===== src/rtl/reservation_station.sv =====
// Reservation station: holds renamed ops until both sources are ready,
// snoops one CDB wakeup port per cycle and issues the lowest-index
// operand-ready op to its functional unit.
//
// Entry layout shared with dispatch/rename and the functional units.
package rs_pkg;

  localparam int RS_PREG_W = 7;

  typedef struct packed {
    logic [5:0]           opcode;
    logic [5:0]           rob_idx;
    logic [RS_PREG_W-1:0] prd;
    logic                 rs1_used;
    logic [RS_PREG_W-1:0] prs1;
    logic                 prs1_ready;
    logic                 rs2_used;
    logic [RS_PREG_W-1:0] prs2;
    logic                 prs2_ready;
  } rs_entry_t;

endpackage

// Handshakes: a transfer happens on a rising edge where valid and ready are
// both high. in_valid_i/ready_o: ready_o is computed from registered
// occupancy only; valid while not ready is ignored. issue_valid_o/
// issue_ready_i: issue_valid_o never depends on issue_ready_i, and the
// selected entry may change while stalled if a lower slot becomes eligible.
module reservation_station
  import rs_pkg::*;
#(
  parameter int DEPTH  = 8,
  parameter int PREG_W = rs_pkg::RS_PREG_W,
  parameter int CNT_W  = $clog2(DEPTH + 1)
) (
  input  logic              clk,
  input  logic              rst,
  input  logic              flush_i,
  input  logic              in_valid_i,
  input  rs_entry_t         in_entry_i,
  output logic              ready_o,
  input  logic              cdb_valid_i,
  input  logic [PREG_W-1:0] cdb_tag_i,
  output logic              issue_valid_o,
  input  logic              issue_ready_i,
  output rs_entry_t         issue_entry_o,
  output logic [CNT_W-1:0]  count_o
);

  localparam int IDX_W = (DEPTH > 1) ? $clog2(DEPTH) : 1;

  // Slot storage
  logic      [DEPTH-1:0] valid_q, valid_d;
  rs_entry_t             entry_q [DEPTH];
  rs_entry_t             entry_d [DEPTH];
  logic      [CNT_W-1:0] count_q, count_d;

  // Selection / allocation signals
  logic [DEPTH-1:0] eligible;
  logic             any_eligible;
  logic [IDX_W-1:0] sel_idx;
  logic             any_free;
  logic [IDX_W-1:0] free_idx;
  logic             do_insert;
  logic             do_issue;
  logic             cdb_hit_en;

  // Apply a CDB broadcast to one entry: set the ready bit of every used
  // source whose tag matches.
  function automatic rs_entry_t wake(input rs_entry_t e,
                                     input logic en,
                                     input logic [PREG_W-1:0] tag);
    rs_entry_t r;
    r = e;
    if (en && e.rs1_used && (e.prs1 == tag)) r.prs1_ready = 1'b1;
    if (en && e.rs2_used && (e.prs2 == tag)) r.prs2_ready = 1'b1;
    return r;
  endfunction

  // An entry may issue once every used source is ready.
  function automatic logic operands_ready(input rs_entry_t e);
    return (!e.rs1_used || e.prs1_ready) && (!e.rs2_used || e.prs2_ready);
  endfunction

  // Per-slot eligibility from registered state only.
  always_comb begin
    eligible = '0;
    for (int i = 0; i < DEPTH; i++) begin
      eligible[i] = valid_q[i] && operands_ready(entry_q[i]);
    end
  end

  // Lowest-index eligible slot (scan high to low so the lowest wins).
  always_comb begin
    sel_idx      = '0;
    any_eligible = 1'b0;
    for (int i = DEPTH - 1; i >= 0; i--) begin
      if (eligible[i]) begin
        sel_idx      = IDX_W'(i);
        any_eligible = 1'b1;
      end
    end
  end

  // Lowest-index free slot, from pre-edge valid bits.
  always_comb begin
    free_idx = '0;
    any_free = 1'b0;
    for (int i = DEPTH - 1; i >= 0; i--) begin
      if (!valid_q[i]) begin
        free_idx = IDX_W'(i);
        any_free = 1'b1;
      end
    end
  end

  // Handshake qualification; flush suppresses insert, issue and wakeup.
  always_comb begin
    ready_o       = (count_q != CNT_W'(DEPTH));
    issue_valid_o = any_eligible && !flush_i;
    do_insert     = in_valid_i && ready_o && any_free && !flush_i;
    do_issue      = issue_valid_o && issue_ready_i;
    cdb_hit_en    = cdb_valid_i && !flush_i;
    count_o       = count_q;
  end

  // Issue payload: selected slot with source ready bits forced high,
  // zero when nothing is eligible.
  always_comb begin
    issue_entry_o = '0;
    if (any_eligible) begin
      issue_entry_o            = entry_q[sel_idx];
      issue_entry_o.prs1_ready = 1'b1;
      issue_entry_o.prs2_ready = 1'b1;
    end
  end

  // Next slot state: wakeup on held entries, issue clears, insert writes a
  // woken copy of the incoming entry so a same-cycle broadcast is not lost.
  always_comb begin
    valid_d = valid_q;
    for (int i = 0; i < DEPTH; i++) begin
      entry_d[i] = wake(entry_q[i], cdb_hit_en && valid_q[i], cdb_tag_i);
    end
    if (do_issue) begin
      valid_d[sel_idx] = 1'b0;
    end
    if (do_insert) begin
      valid_d[free_idx] = 1'b1;
      entry_d[free_idx] = wake(in_entry_i, cdb_hit_en, cdb_tag_i);
    end
    if (flush_i) begin
      valid_d = '0;
    end
  end

  // Occupancy: +1 on insert, -1 on issue, cleared by flush.
  always_comb begin
    if (flush_i) begin
      count_d = '0;
    end else begin
      count_d = count_q + CNT_W'(do_insert) - CNT_W'(do_issue);
    end
  end

  // Slot and counter registers.
  always_ff @(posedge clk or posedge rst) begin
    if (rst) begin
      valid_q <= '0;
      count_q <= '0;
      for (int i = 0; i < DEPTH; i++) begin
        entry_q[i] <= '0;
      end
    end else begin
      valid_q <= valid_d;
      count_q <= count_d;
      for (int i = 0; i < DEPTH; i++) begin
        entry_q[i] <= entry_d[i];
      end
    end
  end

endmodule

===== config.mk =====
export PLATFORM = sky130hd
export DESIGN_NAME = reservation_station
export DESIGN_NICKNAME = d
export VERILOG_FILES = /design/src/rtl/reservation_station.sv
export SDC_FILE = /design/constraint.sdc
export NUM_CORES = 1
export LEC_CHECK = 0
export BUFFER_PORTS_ARGS = -buffer_cell sky130_fd_sc_hd__clkbuf_2
export CAP_MARGIN = 15
export CELL_PAD_IN_SITES_DETAIL_PLACEMENT = 0
export CELL_PAD_IN_SITES_GLOBAL_PLACEMENT = 2
export CORE_MARGIN = 5
export CORE_UTILIZATION = 40
export DETAILED_ROUTE_END_ITERATION = 10
export PLACE_DENSITY = 0.86
export SYNTH_ARGS = -nofsm -noshare
export SYNTH_HDL_FRONTEND = slang
export SYNTH_SLANG_ARGS = --single-unit

===== constraint.sdc =====
create_clock -name clk -period 18.1 [get_ports clk]
set_clock_uncertainty 0.2 [all_clocks]
set_input_delay 0.905 -clock clk [delete_from_list [all_inputs] [get_ports clk]]
set_output_delay 0.905 -clock clk [all_outputs]
set_load 0.05 [all_outputs]

Yosys cells after proc, flatten, opt, wreduce, memory -nomap -nowiden
Cells that the tools add are included.

cells by class
  bitwise operators = 5
  magnitude comparators = 7
  muxes and demuxes = 68
  reduce and logical (&&, ||, !) cells = 102
  equality and inequality tests = 19
  add/subtract/negate cells = 2

operators with widths
  cell                count
  $bwmux 296          1
  $mux 269            1
  $mux 37             4
  $eq 7x7->1          18
  $bmux 37 s3         1
  $demux 37 s3        1
  $logic_and 1x1->1   69
  $mux 3              16
  $mux 1              38
  $mux 8              3
  $logic_not 1->1     17
  $logic_or 1x1->1    16
  $and 8x8->8         1
  $ge 4x4->1 const B  2
  $lt 3x4->1 const B  2
  $not 3->4           2
  $not 8->8           1
  $or 8x8->8          1
  $demux 1 s3         2
  $ge 3x1->1 const B  2
  $add 4x1->4         1
  $lt 4x1->1 const B  1
  $mux 4              1
  $ne 4x4->1 const B  1
  $sub 4x1->4         1

word-level totals
  register bits after elaboration = 308
  input port bits = 50
  output and inout bits = 43
  word-level logic and storage cells = 277

Longest topological paths before layout
Gate-level depths: netlist (run 1).

  word-level depth = 22
  mapped depth = 13
  mapped depth without buffers = 12

Worst setup path before layout (run 1)
No wires, ideal clock.

  kind = register -> output
  start point = reg entry_q[8] (netlist bit)
  end point = out issue_entry_o[2] (netlist bit)
  stages on the path, launching flop included = 10
  arrival time = 2463 ps
  data required time = 16995 ps
  buffers on the path = 2
  path slack = 14532 ps
  path through = dfrtp_1 inv_1 o221ai_2 nand2b_1 a311oi_1 o21ai_1 buf_4 buf_6 or2_1 a31oi_1

RTL lines
  element                           RTL line  source
  start: declaration                54        rs_entry_t entry_q [DEPTH];
  start signal: indexed assignment  178       entry_q[i] <= entry_d[i];
  end: declaration                  46        output rs_entry_t issue_entry_o,

==> results of run 1 <==
==> power groups by stage <==
| stage | Combinational [mW] | Sequential (mW) | Clock, mW |
|---|---|---|---|
| global placement | 0.335 | 0.840 | 0 |
| finish | 0.339 | 0.834 | 0.670 |
| detailed placement | 0.340 | 0.846 | 0 |
| global route | 0.369 | 0.845 | 0.713 |
| floorplan | 0.251 | 0.834 | 0 |
| CTS | 0.342 | 0.834 | 0.686 |
==> per-stage QoR <==
stage	worst slack [ns]	std cells	hold WS [ns]	instance area, sq um	total power [mW]
finish	12.73	1952	0.2662	17480	1.843
global route	12.50	1952	0.2919	17480	1.928
CTS	12.75	1951	0.2702	17460	1.861
detailed placement	13.30	1894	0.2583	16390	1.186
global placement	13.41	1894	0.2510	16390	1.176
floorplan	8.479	1388	0.2396	15680	1.085
==> cells in the mapped netlist (all sizes together) (6+ instances only) <==
| cell type | number |
|---|---|
| a21oi | 71 |
| a31oi | 16 |
| a41oi | 6 |
| buf | 83 |
| clkbuf | 41 |
| dfrtp | 308 |
| inv | 25 |
| mux2 | 260 |
| mux2i | 6 |
| nand2 | 116 |
| nand3 | 7 |
| nand4 | 17 |
| nor2 | 51 |
| nor2b | 7 |
| nor3 | 16 |
| nor4 | 29 |
| o21ai | 10 |
| o221ai | 57 |
| o22ai | 54 |
| o31ai | 35 |
| or2 | 15 |
| xnor2 | 27 |
| xor2 | 101 |
==> cells by family (layout without fill, tap and decap cells) <==
kind of cell / Yosys count / after routing / share of synthesized area (%)
XOR/XNOR: 128 / 128 / 7.151
AO/OA/AOI/OAI: 260 / 260 / 11.42
adder cells (fa/ha/maj): 6 / 6 / 0.5268
multiplexers: 266 / 266 / 19.06
buffers and inverters: 149 / 195 / 4.621
flip-flops: 308 / 308 / 49.17
AND/OR/NAND/NOR: 271 / 271 / 8.053
==> path summary, 6_finish.rpt <==
path / startpoint / cells after the start / to / slack [ns]
min in group asynchronous: rst / 2 / entry_q[19]$_DFFE_PP0P_ / 0.28
hold / removal: entry_q[20]$_DFFE_PP0P_ / 2 / entry_q[20]$_DFFE_PP0P_ / 0.27
max in group asynchronous: rst / 3 / entry_q[53]$_DFFE_PP0P_ / 15.90
setup reg to reg: entry_q[267]$_DFFE_PP0P_ / 11 / count_o[2]$_DFF_PP0_ / 13.73
setup / recovery: valid_q[2]$_DFF_PP0_ / 9 / issue_entry_o[26] / 12.73
hold reg to reg: entry_q[20]$_DFFE_PP0P_ / 2 / entry_q[20]$_DFFE_PP0P_ / 0.27
==> worst register-to-register path, cell delays in order, from the launching register on <==
cell      delay (ns)
dfrtp_1         0.40
inv_1           0.06
o221ai_1        0.60
nand2_1         0.69
nor4_1          0.97
nor2_1          0.13
ha_1            0.32
inv_1           0.04
ha_1            0.20
fa_1            0.41
xnor2_1         0.17
nor2_1          0.05
==> routing by layer <==
layer | wire length [microns] | vias to the layer above | track usage (%)
li1 | - | 5066 | -
met1 | 19530 | 5806 | 27.65
met2 | 22240 | 329 | 35.24
met3 | 2551 | 87 | 3.766
met4 | 1268 | 2 | 6.274
met5 | 13 | - | 0
==> state kept, by name, summed over array words and instances, names as in the netlist <==
signal and count:
valid_q 8, entry_q 296, count_o 4
==> area by class of cell <==
cell class              instances  area (sq um)  area share [%]
inverters                      25         101.3          0.5799
multi-input cells             931          7323           41.91
repair buffers                113         630.6           3.609
flip-flops and latches        308          7707           44.10
clock inverters                 4         50.05          0.2864
well taps                     518         648.1           3.709
clock buffers                  53          1015           5.807
==> flow_summary.ini, run 1 <==
[run_status]
outcome = finished, final reports clean

[cts]
cts_max_path_buffers = 3
worstSkewPairLatency_ns = 0.53
clk_pin_slew_ns = 0.06
htreeDepth = 2
post-cts-setup-buffer-count = 0
cts_resized = 0
cts_made_buffers = 36
cts_tree = built
cts_hold_buf = 0
clock_sinks = 308
root_buffer = clkbuf_16

[power_and_ir_drop]
p_int_mw = 1.289
p_comb_share_pct = 18.4
p_seq_share_pct = 45.3
leakagePower_nw = 8.433
p_sw_share_pct = 30.05
vdd_drop_max_uv = 53.79
power.share.clock_pct = 36.3
pwr_density_cell_nw_per_um2 = 105.5
switching_power_mw = 0.5539

[sta]
worst_slew_pin_slew_ns = 1.156
clock.fmax_mhz = 186.4
fin_crit_sh_pct = 29.64
grt_setup_unrepaired = false
slew_headroom_pct = 22.94
fin_tns_setup_ns = 0
period_minus_slack_ns = 5.366
setup_viol = 0
finalHoldViolCount = 0
slew_viol_final = 0

[floorplanning]
dieArea_sq_um = 43250
start_util_pct = 40.47
rows = 72
die_y_microns = 208.0
die_x_microns = 208.0
core_area_sq_um = 38740
io_pins = 93

[synthesis]
seq_area_frac_synth_pct = 49.17
synth_edf_count = 0
synth_ff_type = dfrtp_1
synth_top_area_cell = dfrtp_1
syn_avg_cell_area_sq_um = 11.29
synth.top_cell.area_share_pct = 49.17
syn_area_sq_um = 15680
synth_area_leaders = dfrtp_1 (49%), mux2_2 (16%), xor2_1 (5.6%)
synth-seq-cells = 308
synthDistinctLibCells = 51
yosysWarnings = 0
syn_nets = 1444
syn_inst = 1388
async_reset_ff_share_pct = 100.0

[drt]
drt-vias-per-instance = 5.784
drt-initial-drc-count = 726
avgRoutedWirePerCell_microns = 23.36
routed_wl_microns = 45600
first_pass_iters = 5
drtAntennaViolNets = 0
drc = 0
via_count = 11290

[flow_run]
maxCapViolCount = 0

[grt]
antenna_found_initial = 1
grt_pass1_vias = 12016
grt_max_degree = 104
gr-usage-all-layers_pct = 20.89
grt-ovfl-total = 0
grt_pass1_wl_microns = 72320

[layout]
diodes = 0
area_delta_synth_final_pct = 11.48
layout_commonest_cell = dfrtp_1
final_nets = 1471
layout_common_cells = dfrtp_1 (308), mux2_2 (228), nand2_1 (115), xor2_1 (101), clkbuf_2 (92)
fin_util_pct = 45.11
fillers = 3673
drive_gt1_share_pct = 28.45

[critical_path]
crit_type = reg2out
slowest_stage = o21ai_4
crit_top_cell = buf_4
crit_required_ns = 16.99
cp.arrival_ns = 4.26
critPathMaxStageDelay_ns = 0.78
start_kind = flop
worst-path-buf-inv = 4
worst-path-max-fanout = 73
cpLargestDelayFamily = buffers and inverters
cp_cell_sequence = inv_2 -> a221oi_4 -> buf_4 -> a311oi_1 -> o21ai_4 -> buf_4 -> mux2_1 -> a21oi_1 -> clkbuf_2
critical_path.endpoint_type = output pin

[place]
routabilityCongestion = 0.8230
dp_hpwl_microns = 28620
io_buffers = 92

[min_path]
hp-class = reg2reg
No activity file was read; power rests on OpenSTA's default activity.
==> run 2: changes to the inputs <==
--- a/config.mk
+++ b/config.mk
@@ -5,14 +5,15 @@
 export SDC_FILE = /design/constraint.sdc
 export NUM_CORES = 1
 export LEC_CHECK = 0
+export ABC_AREA = 1
 export BUFFER_PORTS_ARGS = -buffer_cell sky130_fd_sc_hd__clkbuf_2
 export CAP_MARGIN = 15
 export CELL_PAD_IN_SITES_DETAIL_PLACEMENT = 0
 export CELL_PAD_IN_SITES_GLOBAL_PLACEMENT = 2
 export CORE_MARGIN = 5
-export CORE_UTILIZATION = 40
+export CORE_UTILIZATION = 36
 export DETAILED_ROUTE_END_ITERATION = 10
-export PLACE_DENSITY = 0.86
+export PLACE_DENSITY = 0.88
 export SYNTH_ARGS = -nofsm -noshare
 export SYNTH_HDL_FRONTEND = slang
 export SYNTH_SLANG_ARGS = --single-unit
==> constraint.sdc (replaced) <==
create_clock -name clk -period 5.28 [get_ports clk]
set_clock_uncertainty 0.2 [all_clocks]
set_input_delay 0.264 -clock clk [delete_from_list [all_inputs] [get_ports clk]]
set_output_delay 0.264 -clock clk [all_outputs]
set_load 0.05 [all_outputs]
==> run 2 against run 1 <==
Sequential cell count is the same. Critical endpoint is now issue_entry_o[25]. Clock-buffer cell count grew 9. Final cell count grew 52%. Sequential power grew to 3.4 times the previous value. Worst setup slack lost 12 ns. Non-clock buffer count grew 36. Via count grew 41%. Largest cell class is now multi-input combinational cells. Global-route usage grew 2.1 points. Design area grew 11%. Critical path depth grew 8.
==> flow_summary.ini, run 2 <==
[run_status]
outcome = finished, final reports clean

[place]
dpl_worst_slack_ns = 1.649
routabilityCongestion = 0.8708
dp.cells = 2877
io_buffers = 92
dp_hpwl_microns = 38720

[sta]
slew_viol_final = 0
finalHoldViolCount = 0
period_minus_slack_ns = 4.236
grt_setup_unrepaired = false
setup_ws_ns = 1.044
clock.fmax_mhz = 236.1
fin_tns_setup_ns = 0
worst_slew_pin_slew_ns = 1.120
setup_viol = 0
fin_crit_sh_pct = 80.22
slew_headroom_pct = 25.06

[power_and_ir_drop]
p_seq_share_pct = 41.5
switching_power_mw = 2.235
vdd_drop_max_uv = 231.6
p_comb_share_pct = 21.1
p_int_mw = 4.583
power_mw = 6.818
leakagePower_nw = 8.820
p_sw_share_pct = 32.78
power.share.clock_pct = 37.4
pwr_density_cell_nw_per_um2 = 352.5

[layout]
layout_commonest_cell = nand2_1
final_nets = 2389
area_delta_synth_final_pct = 13.20
drive_gt1_share_pct = 8.852
post_layout_nonfiller_instances = 2969
fin_util_pct = 41.37
largest_reg_flops = 296
regMostFlops = entry_q
layout_common_cells = nand2_1 (572), o21ai_0 (340), dfrtp_1 (308), inv_1 (229), nor2_1 (191)

[synthesis]
synth_top_family_by_area = simple AND/OR/NAND/NOR gates
async_reset_ff_share_pct = 100.0
synth_common_cells = nand2_1 (581), o21ai_0 (340), dfrtp_1 (308), inv_1 (230), nor2_1 (191)
synth_area_leaders = dfrtp_1 (45%), nand2_1 (13%), o21ai_0 (10%)
seq_area_frac_synth_pct = 45.11
yosysWarnings = 0
synthDistinctLibCells = 41
synth_top_area_cell = dfrtp_1
synth_mux_area_share_pct = 0
synth.top_cell.area_share_pct = 45.11
syn_inst = 2305
synth-seq-cells = 308
synth_most_common_cell = nand2_1
synth-simple-area-share_pct = 27.82
synth_fa_ha_area_share_pct = 0.4833
syn_area_sq_um = 17090
syn_nets = 2361
synth_xor_area_share_pct = 1.999
syn_avg_cell_area_sq_um = 7.413
synth_edf_count = 0
synth_ff_type = dfrtp_1
synth_compound_area_share_pct = 14.94

[floorplanning]
die_y_microns = 227.9
rows = 79
start_util_pct = 36.55
dieArea_sq_um = 51920
core_area_sq_um = 46750
io_pins = 93
die_x_microns = 227.9

[critical_path]
timing.rr.start = entry_q[259]$_DFF_PP0_
rr_endpoint = count_o[2]$_DFF_PP0_
critical_path.endpoint_type = output pin
crit_required_ns = 4.82
cp.arrival_ns = 3.77
start_kind = flop
r2r_cells = 13
crit_type = reg2out
worst-path-max-fanout = 26
reg2reg_slack_ns = 2.18

[grt]
gr-usage-all-layers_pct = 23.02
grt_pass1_vias = 15067
antenna_found_initial = 0
grt-ovfl-total = 0
grt_max_degree = 143
grt_pass1_wl_microns = 94680

[cts]
root_buffer = clkbuf_16
cts_made_buffers = 37
cts_max_path_buffers = 3
worstSkewPairLatency_ns = 0.53
clock_sinks = 308
post-cts-setup-buffer-count = 0
htreeDepth = 2
clk_pin_slew_ns = 0.06
cts_resized = 0
cts_tree = built

[flow_run]
maxCapViolCount = 0

[drt]
drt-vias-per-instance = 5.351
avgRoutedWirePerCell_microns = 20.51
drc = 0
drtAntennaViolNets = 0
routed_wl_microns = 60900
drt-initial-drc-count = 1732
via_count = 15887
first_pass_iters = 6

[min_path]
min_from = issue_ready_i
min_path_cells = 6
hold_path_end = valid_q[7]$_DFF_PP0_
hp-class = in2reg
==> run 2: worst max path at each step <==
stage	end	from	slack, ns	cells after the start
floorplan	count_o[0]$_DFF_PP0_	rst	0.72	1
global placement	issue_entry_o[25]	entry_q[8]$_DFFE_PP0P_	1.55	15
detailed placement	issue_entry_o[25]	entry_q[8]$_DFFE_PP0P_	1.65	15
CTS	issue_entry_o[25]	entry_q[8]$_DFFE_PP0P_	1.06	15
global route	issue_entry_o[32]	entry_q[0]$_DFF_PP0_	0.81	17
finish	issue_entry_o[25]	entry_q[0]$_DFF_PP0_	1.04	17
==> run 2: power by group through the flow <==
stage	registers (mW)	logic, mW	clock network, mW
after floorplan	2.85	1.01	0
after global placement	2.85	1.41	0
after detailed placement	2.87	1.42	0
after CTS	2.83	1.44	2.60
after global routing	2.87	1.62	2.69
final	2.83	1.44	2.55
==> run 2: timing repair <==
action                                 in CTS  in global routing
hold buffers                               23                  0
endpoints found under the hold margin     184                  0
setup endpoints to repair                   0                  0
==> run 2: stage by stage <==
step | hold WS, ns | instance area (sq um)
5_1_grt | 0.05000 | 19340
2_1_floorplan | 0.1271 | 17090
3_3_place_gp | 0.1914 | 17880
6_report | 0.01433 | 19340
4_1_cts | 0.007833 | 19320
3_5_place_dp | 0.1976 | 17880
==> run 2: critical path, cell delays in order, from the launching register on <==
cell      delay, ns
dfrtp_1        0.38
inv_1          0.06
nand2_1        0.06
nand2_1        0.07
nor2_1         0.04
nand2_1        0.06
nand2_1        0.05
nand2_1        0.12
nand2_1        0.07
nand2_1        0.10
nand2_4        0.06
nand2_2        0.57
inv_2          0.39
buf_12         0.29
nor2_1         0.11
nor2_1         0.05
nor2_1         0.35
clkbuf_2       0.36
==> run 2: routing by layer <==
layer	GRT usage, %	part of all wire, %	vias to the layer above
met5	0	0	-
met4	6.372	2.6	0
met3	3.478	7.3	95
met2	34.00	42	634
met1	35.18	48	7635
li1	-	-	7523
==> run 2: logic make-up after synthesis <==
| group | after synthesis |
|---|---|
| AND/OR/NAND/NOR | 1076 |
| AO/OA/AOI/OAI | 479 |
| buffers and inverters | 397 |
| flip-flops | 308 |
| XOR/XNOR | 39 |
| adder cells (fa/ha/maj) | 6 |
==> run 2: layout make-up <==
cell class                 count  area, sq um
inverter                     237        893.4
antenna                        1        2.502
sequential                   308         7707
multi-input combinational   1600         7765
timing repair buffer         149         1008
tap                          607        759.5
clock buffer                  62         1152
clock inverter                 5        53.80
fill                        4838        27410
